$ cat src/rtl/dat_tx_serializer_pkg.sv
// -----------------------------------------------------------------------------
// dat_tx_serializer_pkg
// Shared definitions for the SD single-line write-data transmitter:
//   - DTX_FIFO_WIDTH : TX buffer word width
//   - dtx_state_t    : FSM state encodings (DTX_*)
//   - dtx_err_t      : status codes reported on err_code
//   - DTX_CRC_TOKEN  : positive CRC status token returned by the card
//   - crc16_step     : one serial step of CRC16-CCITT (poly 0x1021)
// Optional feature macro: DAT_TX_BUSY_WAIT_EN adds the DTX_BUSY state.
// -----------------------------------------------------------------------------
package dat_tx_serializer_pkg;

  localparam int DTX_FIFO_WIDTH = 32;

  typedef enum logic [3:0] {
    DTX_IDLE      = 4'd0,
    DTX_FETCH     = 4'd1,
    DTX_LOAD      = 4'd2,
    DTX_START     = 4'd3,
    DTX_DATA      = 4'd4,
    DTX_CRC       = 4'd5,
    DTX_END       = 4'd6,
    DTX_NCRC      = 4'd7,
    DTX_STAT_WAIT = 4'd8,
    DTX_STAT      = 4'd9,
`ifdef DAT_TX_BUSY_WAIT_EN
    DTX_BUSY      = 4'd10,
`endif
    DTX_DONE      = 4'd11
  } dtx_state_t;

  typedef enum logic [1:0] {
    DTX_OK       = 2'b00,
    DTX_CRC_NEG  = 2'b01,
    DTX_TIMEOUT  = 2'b10,
    DTX_UNDERRUN = 2'b11
  } dtx_err_t;

  localparam logic [2:0] DTX_CRC_TOKEN = 3'b010;

  // One bit of CRC16-CCITT, message bit entering at the top.
  function automatic logic [15:0] crc16_step(input logic [15:0] crc, input logic bit_in);
    logic fb;
    fb = crc[15] ^ bit_in;
    return {crc[14:0], 1'b0} ^ (fb ? 16'h1021 : 16'h0000);
  endfunction

endpackage

$ cat src/rtl/dat_crc16.sv
// -----------------------------------------------------------------------------
// dat_crc16
// Serial CRC16-CCITT (poly 0x1021, init 0x0000), one bit per enabled cycle.
// Shared by the TX and RX DAT paths.
// Ports:
//   clk     : clock, rising edge
//   rst_L   : asynchronous active-low reset (crc -> 0)
//   clr     : synchronous clear, wins over en
//   en      : fold bit_in into the CRC this cycle
//   bit_in  : serial message bit
//   crc     : current CRC remainder
// -----------------------------------------------------------------------------
module dat_crc16
  import dat_tx_serializer_pkg::*;
(
  input  logic        clk,
  input  logic        rst_L,
  input  logic        clr,
  input  logic        en,
  input  logic        bit_in,
  output logic [15:0] crc
);

  always_ff @(posedge clk or negedge rst_L) begin
    if (!rst_L) begin
      crc <= 16'h0000;
    end else if (clr) begin
      crc <= 16'h0000;
    end else if (en) begin
      crc <= crc16_step(crc, bit_in);
    end
  end

endmodule

$ cat src/rtl/dat_tx_serializer.sv
// -----------------------------------------------------------------------------
// dat_tx_serializer
// Single-line SD write-data transmitter (sd_clk domain). Pulls 32-bit words
// from the TX buffer and sends one block on DAT0: start bit, data MSB-first,
// CRC16, end bit; then collects the card's CRC status token and, when
// DAT_TX_BUSY_WAIT_EN is defined, waits for the card to release busy.
// Ports:
//   sd_clk, rst_L   : clock (rising edge), async active-low reset
//   start, blk_size : one-cycle block request and its byte length
//   tx_buf_dout     : buffer data, valid the cycle after tx_buf_rd_dat
//   tx_buf_empty    : buffer has no word available
//   tx_buf_rd_dat   : one-cycle read strobe per word
//   dat_in          : DAT0 from the pad (status token / busy)
//   dat_out, dat_oe : DAT0 value and output enable
//   busy, done      : transfer in progress / one-cycle completion pulse
//   err_code        : 00 ok, 01 CRC status negative, 10 timeout, 11 underrun
//   dbg_state       : current FSM state
// Configuration macro: DAT_TX_BUSY_WAIT_EN
// -----------------------------------------------------------------------------
module dat_tx_serializer
  import dat_tx_serializer_pkg::*;
#(
  parameter int FIFO_WIDTH   = DTX_FIFO_WIDTH,
  parameter int BLK_W        = 12,
  parameter int STAT_TIMEOUT = 64
) (
  input  logic                  sd_clk,
  input  logic                  rst_L,
  input  logic                  start,
  input  logic [BLK_W-1:0]      blk_size,
  input  logic [FIFO_WIDTH-1:0] tx_buf_dout,
  input  logic                  tx_buf_empty,
  output logic                  tx_buf_rd_dat,
  input  logic                  dat_in,
  output logic                  dat_out,
  output logic                  dat_oe,
  output logic                  busy,
  output logic                  done,
  output logic [1:0]            err_code,
  output logic [3:0]            dbg_state
);

  localparam int WORDS_W = BLK_W - 2;
  localparam int CNT_MAX = (FIFO_WIDTH > STAT_TIMEOUT) ? FIFO_WIDTH : STAT_TIMEOUT;
  localparam int CNT_W   = $clog2(CNT_MAX) + 1;

`ifdef DAT_TX_BUSY_WAIT_EN
  localparam dtx_state_t STAT_NEXT = DTX_BUSY;
`else
  localparam dtx_state_t STAT_NEXT = DTX_DONE;
`endif

  dtx_state_t            state_q, state_d;
  logic [CNT_W-1:0]      cnt_q;
  logic [WORDS_W-1:0]    words_q;       // words left, including the one shifting
  logic [FIFO_WIDTH-1:0] shreg_q;
  logic [FIFO_WIDTH-1:0] hold_q;
  logic [FIFO_WIDTH-1:0] hold_nxt;
  logic                  fetch_pend_q;  // a DATA-phase read is returning this cycle
  logic                  underrun_q;
  logic [2:0]            tok_q;
  dtx_err_t              err_q;
  logic [15:0]           crc_val;
  logic                  crc_clr;
  logic                  crc_en;
  logic                  last_bit;
  logic                  refill_pt;
  logic                  more_words;
  logic                  underrun_det;
  logic [3:0]            crc_idx;

  assign last_bit     = (cnt_q == CNT_W'(FIFO_WIDTH - 1));
  assign refill_pt    = (state_q == DTX_DATA) && (cnt_q == CNT_W'(FIFO_WIDTH - 2));
  assign more_words   = (words_q > WORDS_W'(1));
  assign underrun_det = refill_pt && more_words && tx_buf_empty;
  // The refill word arrives on the last bit of the current word, so the
  // word-boundary load bypasses the hold register in that cycle.
  assign hold_nxt     = fetch_pend_q ? tx_buf_dout : hold_q;
  assign crc_idx      = 4'd15 - cnt_q[3:0];
  assign err_code     = err_q;
  assign dbg_state    = state_q;

  dat_crc16 u_crc (
    .clk    (sd_clk),
    .rst_L  (rst_L),
    .clr    (crc_clr),
    .en     (crc_en),
    .bit_in (shreg_q[FIFO_WIDTH-1]),
    .crc    (crc_val)
  );

  always_ff @(posedge sd_clk or negedge rst_L) begin
    if (!rst_L) begin
      state_q <= DTX_IDLE;
    end else begin
      state_q <= state_d;
    end
  end

  // Buffer handshake: a word is taken only in a cycle where tx_buf_rd_dat=1,
  // which is raised only while tx_buf_empty=0; the word is on tx_buf_dout the
  // following cycle. start is accepted only in IDLE and dropped otherwise.
  always_comb begin
    state_d       = state_q;
    tx_buf_rd_dat = 1'b0;
    dat_out       = 1'b1;
    dat_oe        = 1'b0;
    busy          = 1'b1;
    done          = 1'b0;
    crc_clr       = 1'b0;
    crc_en        = 1'b0;
    case (state_q)
      DTX_IDLE: begin
        busy = 1'b0;
        if (start) state_d = DTX_FETCH;
      end
      DTX_FETCH: begin
        if (!tx_buf_empty) begin
          tx_buf_rd_dat = 1'b1;
          state_d       = DTX_LOAD;
        end
      end
      DTX_LOAD: state_d = DTX_START;
      DTX_START: begin
        dat_oe  = 1'b1;
        dat_out = 1'b0;
        crc_clr = 1'b1;
        state_d = DTX_DATA;
      end
      DTX_DATA: begin
        dat_oe  = 1'b1;
        dat_out = shreg_q[FIFO_WIDTH-1];
        crc_en  = 1'b1;
        if (refill_pt && more_words && !tx_buf_empty) tx_buf_rd_dat = 1'b1;
        if (last_bit) begin
          if (!more_words) state_d = DTX_CRC;
          else if (underrun_q) state_d = DTX_END;
        end
      end
      DTX_CRC: begin
        dat_oe  = 1'b1;
        dat_out = crc_val[crc_idx];
        if (cnt_q == CNT_W'(15)) state_d = DTX_END;
      end
      DTX_END: begin
        dat_oe  = 1'b1;
        dat_out = 1'b1;
        state_d = underrun_q ? DTX_DONE : DTX_NCRC;
      end
      DTX_NCRC: begin
        if (cnt_q == CNT_W'(1)) state_d = DTX_STAT_WAIT;
      end
      DTX_STAT_WAIT: begin
        if (!dat_in) state_d = DTX_STAT;
        else if (cnt_q == CNT_W'(STAT_TIMEOUT - 1)) state_d = DTX_DONE;
      end
      DTX_STAT: begin
        // cnt 0..2 sample the token, cnt 3 is the token's end bit
        if (cnt_q == CNT_W'(3)) state_d = STAT_NEXT;
      end
`ifdef DAT_TX_BUSY_WAIT_EN
      DTX_BUSY: begin
        if (dat_in) state_d = DTX_DONE;
      end
`endif
      DTX_DONE: begin
        busy    = 1'b0;
        done    = 1'b1;
        state_d = DTX_IDLE;
      end
      default: begin
        busy    = 1'b0;
        state_d = DTX_IDLE;
      end
    endcase
  end

  always_ff @(posedge sd_clk or negedge rst_L) begin
    if (!rst_L) begin
      cnt_q        <= '0;
      words_q      <= '0;
      shreg_q      <= '0;
      hold_q       <= '0;
      fetch_pend_q <= 1'b0;
      underrun_q   <= 1'b0;
      tok_q        <= '0;
      err_q        <= DTX_OK;
    end else begin
      fetch_pend_q <= (state_q == DTX_DATA) && tx_buf_rd_dat;
      if (fetch_pend_q) hold_q <= tx_buf_dout;

      // One counter serves every timed state; it restarts on each state
      // change and on every word boundary inside DATA.
      if (state_q == DTX_IDLE || state_d != state_q || (state_q == DTX_DATA && last_bit)) begin
        cnt_q <= '0;
      end else begin
        cnt_q <= cnt_q + CNT_W'(1);
      end

      case (state_q)
        DTX_IDLE: begin
          if (start) begin
            words_q    <= WORDS_W'(blk_size >> 2);
            err_q      <= DTX_OK;
            underrun_q <= 1'b0;
          end
        end
        DTX_LOAD: shreg_q <= tx_buf_dout;
        DTX_DATA: begin
          if (last_bit) begin
            shreg_q <= hold_nxt;
            if (more_words) words_q <= words_q - WORDS_W'(1);
          end else begin
            shreg_q <= {shreg_q[FIFO_WIDTH-2:0], 1'b0};
          end
          // Flag now, but let the current word finish before the end bit.
          if (underrun_det) begin
            underrun_q <= 1'b1;
            err_q      <= DTX_UNDERRUN;
          end
        end
        DTX_STAT_WAIT: begin
          if (dat_in && cnt_q == CNT_W'(STAT_TIMEOUT - 1)) err_q <= DTX_TIMEOUT;
        end
        DTX_STAT: begin
          if (cnt_q < CNT_W'(3)) begin
            tok_q <= {tok_q[1:0], dat_in};
          end else if (tok_q != DTX_CRC_TOKEN) begin
            err_q <= DTX_CRC_NEG;
          end
        end
        default: ;
      endcase
    end
  end

endmodule
$ cat config.mk
export PLATFORM = sky130hd
export DESIGN_NAME = dat_tx_serializer
export DESIGN_NICKNAME = d
export VERILOG_FILES = /design/src/rtl/dat_tx_serializer_pkg.sv /design/src/rtl/dat_crc16.sv /design/src/rtl/dat_tx_serializer.sv
export SDC_FILE = /design/constraint.sdc
export NUM_CORES = 1
export LEC_CHECK = 0
export ABC_CLOCK_PERIOD_IN_PS = 2530
export BUFFER_PORTS_ARGS = -buffer_cell sky130_fd_sc_hd__buf_2
export CAP_MARGIN = 40
export CORE_UTILIZATION = 35
export DETAILED_ROUTE_END_ITERATION = 10
export PLACE_DENSITY = 0.62
export REMOVE_ABC_BUFFERS = 1
export SETUP_SLACK_MARGIN = 0.1
export SKIP_LAST_GASP = 1
export SLEW_MARGIN = 25
export SYNTH_ARGS = -nofsm -noshare
export SYNTH_HDL_FRONTEND = slang
export SYNTH_SLANG_ARGS = --single-unit
export TNS_END_PERCENT = 1
$ cat constraint.sdc
create_clock -name sd_clk -period 2.53 [get_ports sd_clk]
set_input_delay 0.6325 -clock sd_clk [delete_from_list [all_inputs] [get_ports sd_clk]]
set_output_delay 0.6325 -clock sd_clk [all_outputs]
set_load 0.01 [all_outputs]
==> summary.md <==
| Metric | Value |
|---|---|
| Final hold violations | 0 |
| WP buf/inv | 2 |
| Crit Reg-Reg Endpoint | cnt_q[0] |
| Nets | 681 |
| Count leader, synth | dfrtp_1 |
| CP Capture Type | output pin |
| Placed Area | 0.00615 mm² |
| Routability cong. | 0.896 |
| Reg-to-reg slack, setup | 0.09 ns |
| Area delta synth->final | 15.8% |
| Synth Warn # | 0 |
| Final Cell Area | 0.00648 mm² |
| Type of the most critical hold path | input port to asynchronous set/reset pin |
| Core ar. | 0.0154 mm² |
| Setup WS post-layout | -0.105 ns |
| Worst vdd ir | 0.527 mV |
| Delay-heaviest family, CP | multiplexers |
| Clk_skew | 0.0103 ns |
| Worst-Skew Late Latency | 0.36 ns |
| DR iter-0 viols | 253 |
| Area leader, netlist | dfrtp_1 |
| Via Count | 4,420 |
| Clock-pin slew on the worst setup and hold paths | 0.08 ns |
| IO buf count | 57 |
| Initial core utilization | 36.3% |
| Register area share after synthesis | 48.3% |
| Ys async rst share | 100% |
| Violations in the final reports | negative setup slack |
| Worst reg2reg startpoint | cnt_q[1] |
| Worst-path fanout max | 3 |
| Critical path type | flop to output pin |
| Number of flops mapped to enable cells by yosys | 0 |
| Outcome | finished, violations left |
| Highest cell delay on the worst timing path | 0.49 ns |
| Drt pass-1 iters | 5 |
| CTS Hold Bufs | 0 |
| Remaining antenna violation count after routing | 0 |
| Detailed Place HPWL | 8260 µm |
| Final wirelength | 12,400 µm |
| Fin cells | 843 |
| Overflow after GRT | 0 |
| Routed len/inst | 14.7 µm |
| Root buf cell | clkbuf_16 |
| Flops & latches, synth | 108 |
| Commonest cells post-synth | dfrtp_1, nor2_1, nand2_1, o21ai_1, o31a_1 |
| Crit path arrival time | 2.00 ns |
| # DRC | 0 |
| Final core occ | 42.0% |
| R2R depth | 8 |
| Leakage | 2.93 nW |
| Max cap viols | 0 |
| CP Launch Type | flop |
| Clock Path Buffers | 2 |
| Mean Syn Cell Area | 9.62 µm² |
| Worst slew margin | 61.2% |
| Top Ports | 60 |
| Netlist cell types | 61 |
| # rows | 45 |
| Worst-margin pin slew | 0.577 ns |
| Fmax | 0.380 GHz |
| Unrepaired setup endpoints after global routing | true |
| Power Density | 1070 mW/mm² |
| Share of Yosys cell area claimed by the top area cell type | 48.3% |
| Synth area leaders | dfrtp_1, nor2_1, nand2_1, o31a_1, mux2_2 |
| Vias per cell | 5.24 |
| Die area | 0.0165 mm² |
| Initial antenna violation count | 1 |
| Mapped Area | 0.00560 mm² |
| First-pass GRT wire length | 21,100 µm |
| Setup violations, final | 3 |
| CTS Buf Count | 9 |
| Layout cells sized above 1 | 22.0% |
| Crit-path cells | buf_6 > mux4_2 > and3b_1 > a21oi_4 > a32oi_2 > buf_2 |
| Fin crit share | 104% |
| H-tree depth | 3 |
| Largest net degree at the start of global routing | 66 |
| Fin crit period | 2.63 ns |
| Final Max Slew Viols | 0 |
| Post-Place Cells | 825 |
| CTS tree | built |
| Required time of the critical path | 1.90 ns |
| Filler cells | 1,525 |
| Die height | 128 µm |
| Slowest CP cell | mux4_2 |
| Total GRT Usage | 16.1% |
| ANT cells | 0 |
| Post-Syn Instances | 582 |
| Vias in the first global route | 4,270 |
| Die W | 128 µm |
| TritonCTS Sinks | 108 |
| Main synth FF type | dfrtp_1 |
## layout by cell type, fill, tap and decap left out, types with 5 or more instances in the layout
master | synthesis | final
ha_1 | 5 | 5
inv_1 | 8 | 8
a211oi_1 | 9 | 9
dfrtp_1 | 108 | 105
o21ai_1 | 35 | 35
nand2_1 | 73 | 72
a21oi_1 | 13 | 12
clkbuf_16 | 0 | 9
nand3_1 | 9 | 8
buf_4 | 1 | 17
o31a_1 | 31 | 31
nor2_1 | 86 | 85
buf_2 | 11 | 56
mux2_2 | 24 | 23
mux2_1 | 14 | 14
xnor2_1 | 6 | 6
a22o_1 | 15 | 15
a31oi_1 | 5 | 5
nor3_1 | 5 | 5
o21ai_0 | 23 | 23
## stage by stage
| step | setup TNS, ns | total power [mW] | worst slack (ns) | hold slack, ns |
|---|---|---|---|---|
| floorplan | -36.05 | 4.66 | -1.00 | 0.337 |
| global route | -0.652 | 7.50 | -0.210 | 0.273 |
| detailed placement | 0 | 5.55 | 0.125 | 0.474 |
| global placement | 0 | 5.43 | 0.123 | 0.464 |
| finish | -0.234 | 6.94 | -0.105 | 0.237 |
| CTS | -0.277 | 6.99 | -0.147 | 0.257 |
## report_power, final
group | switching (mW) | internal [mW] | leakage (nW) | total [mW]
sequential | 0.435 | 2.27 | 1.36 | 2.70
combinational | 1.62 | 1.23 | 1.43 | 2.85
clock | 0.677 | 0.709 | 0.134 | 1.39
## final cells by class
type,instances,area (µm²),area share (%)
Multi-Input combinational cell,423,2720,41.9
Sequential cell,108,2710,41.7
Timing Repair Buffer,77,479,7.39
Tap cell,211,264,4.07
Clock buffer,11,243,3.74
Clock inverter,5,43.8,0.675
Inverter,8,30.0,0.463
## repair_timing
action,4_1_cts,5_1_grt
resized for setup,4,5
setup buffers,2,0
setup endpoints to repair,3,11
pin swaps,2,1
## routing by layer
| metal | up-vias | track usage [%] | share of wire, % | wire, µm |
|---|---|---|---|---|
| met1 | 2184 | 21.6 | 48 | 5940 |
| met2 | 76 | 25.3 | 46 | 5750 |
| met3 | 13 | 3.70 | 4.3 | 538 |
| met4 | 0 | 5.88 | 1.5 | 187 |
| met5 | - | 0 | 0 | 0 |
| li1 | 2147 | - | - | - |
## how the worst max path moves through the flow
stage	start	endpoint	slack (ns)	cells past startpoint
after floorplan	dbg_state[0]	cnt_q[5]	-1.00	5
after global placement	cnt_q[1]	dat_out	0.12	5
after detailed placement	cnt_q[1]	dat_out	0.13	5
after CTS	cnt_q[0]	dat_out	-0.15	6
after global routing	cnt_q[0]	dat_out	-0.21	6
final	cnt_q[0]	dat_out	-0.10	6
## worst register-to-register path: cells and delay by family (launching register included)
kind                     cells  cell delay [ns]
buffers and inverters        2             0.31
AO/OA/AOI/OAI                2             0.63
flip-flops                   1             0.41
AND/OR/NAND/NOR              3             0.75
adder cells (fa/ha/maj)      1             0.25
## logic make-up (layout without fill, tap and decap cells)
| logic type | Yosys count | count (layout) | share of synthesized area, % |
|---|---|---|---|
| buffers and inverters | 51 | 101 | 3.87 |
| flip-flops | 108 | 108 | 48.3 |
| XOR/XNOR | 9 | 9 | 1.41 |
| AND/OR/NAND/NOR | 220 | 220 | 18.2 |
| AO/OA/AOI/OAI | 147 | 147 | 17.9 |
| adder cells (fa/ha/maj) | 5 | 5 | 1.12 |
| multiplexers | 42 | 42 | 9.25 |
## sequential cells by signal, indices dropped and copies added, names as in the netlist
name	flops
cnt_q	7
dbg_state	4
err_code	2
fetch_pend_q	1
hold_q	32
shreg_q	32
tok_q	3
u_crc.crc	16
underrun_q	1
words_q	10
No activity file was read; power rests on OpenSTA's default activity.
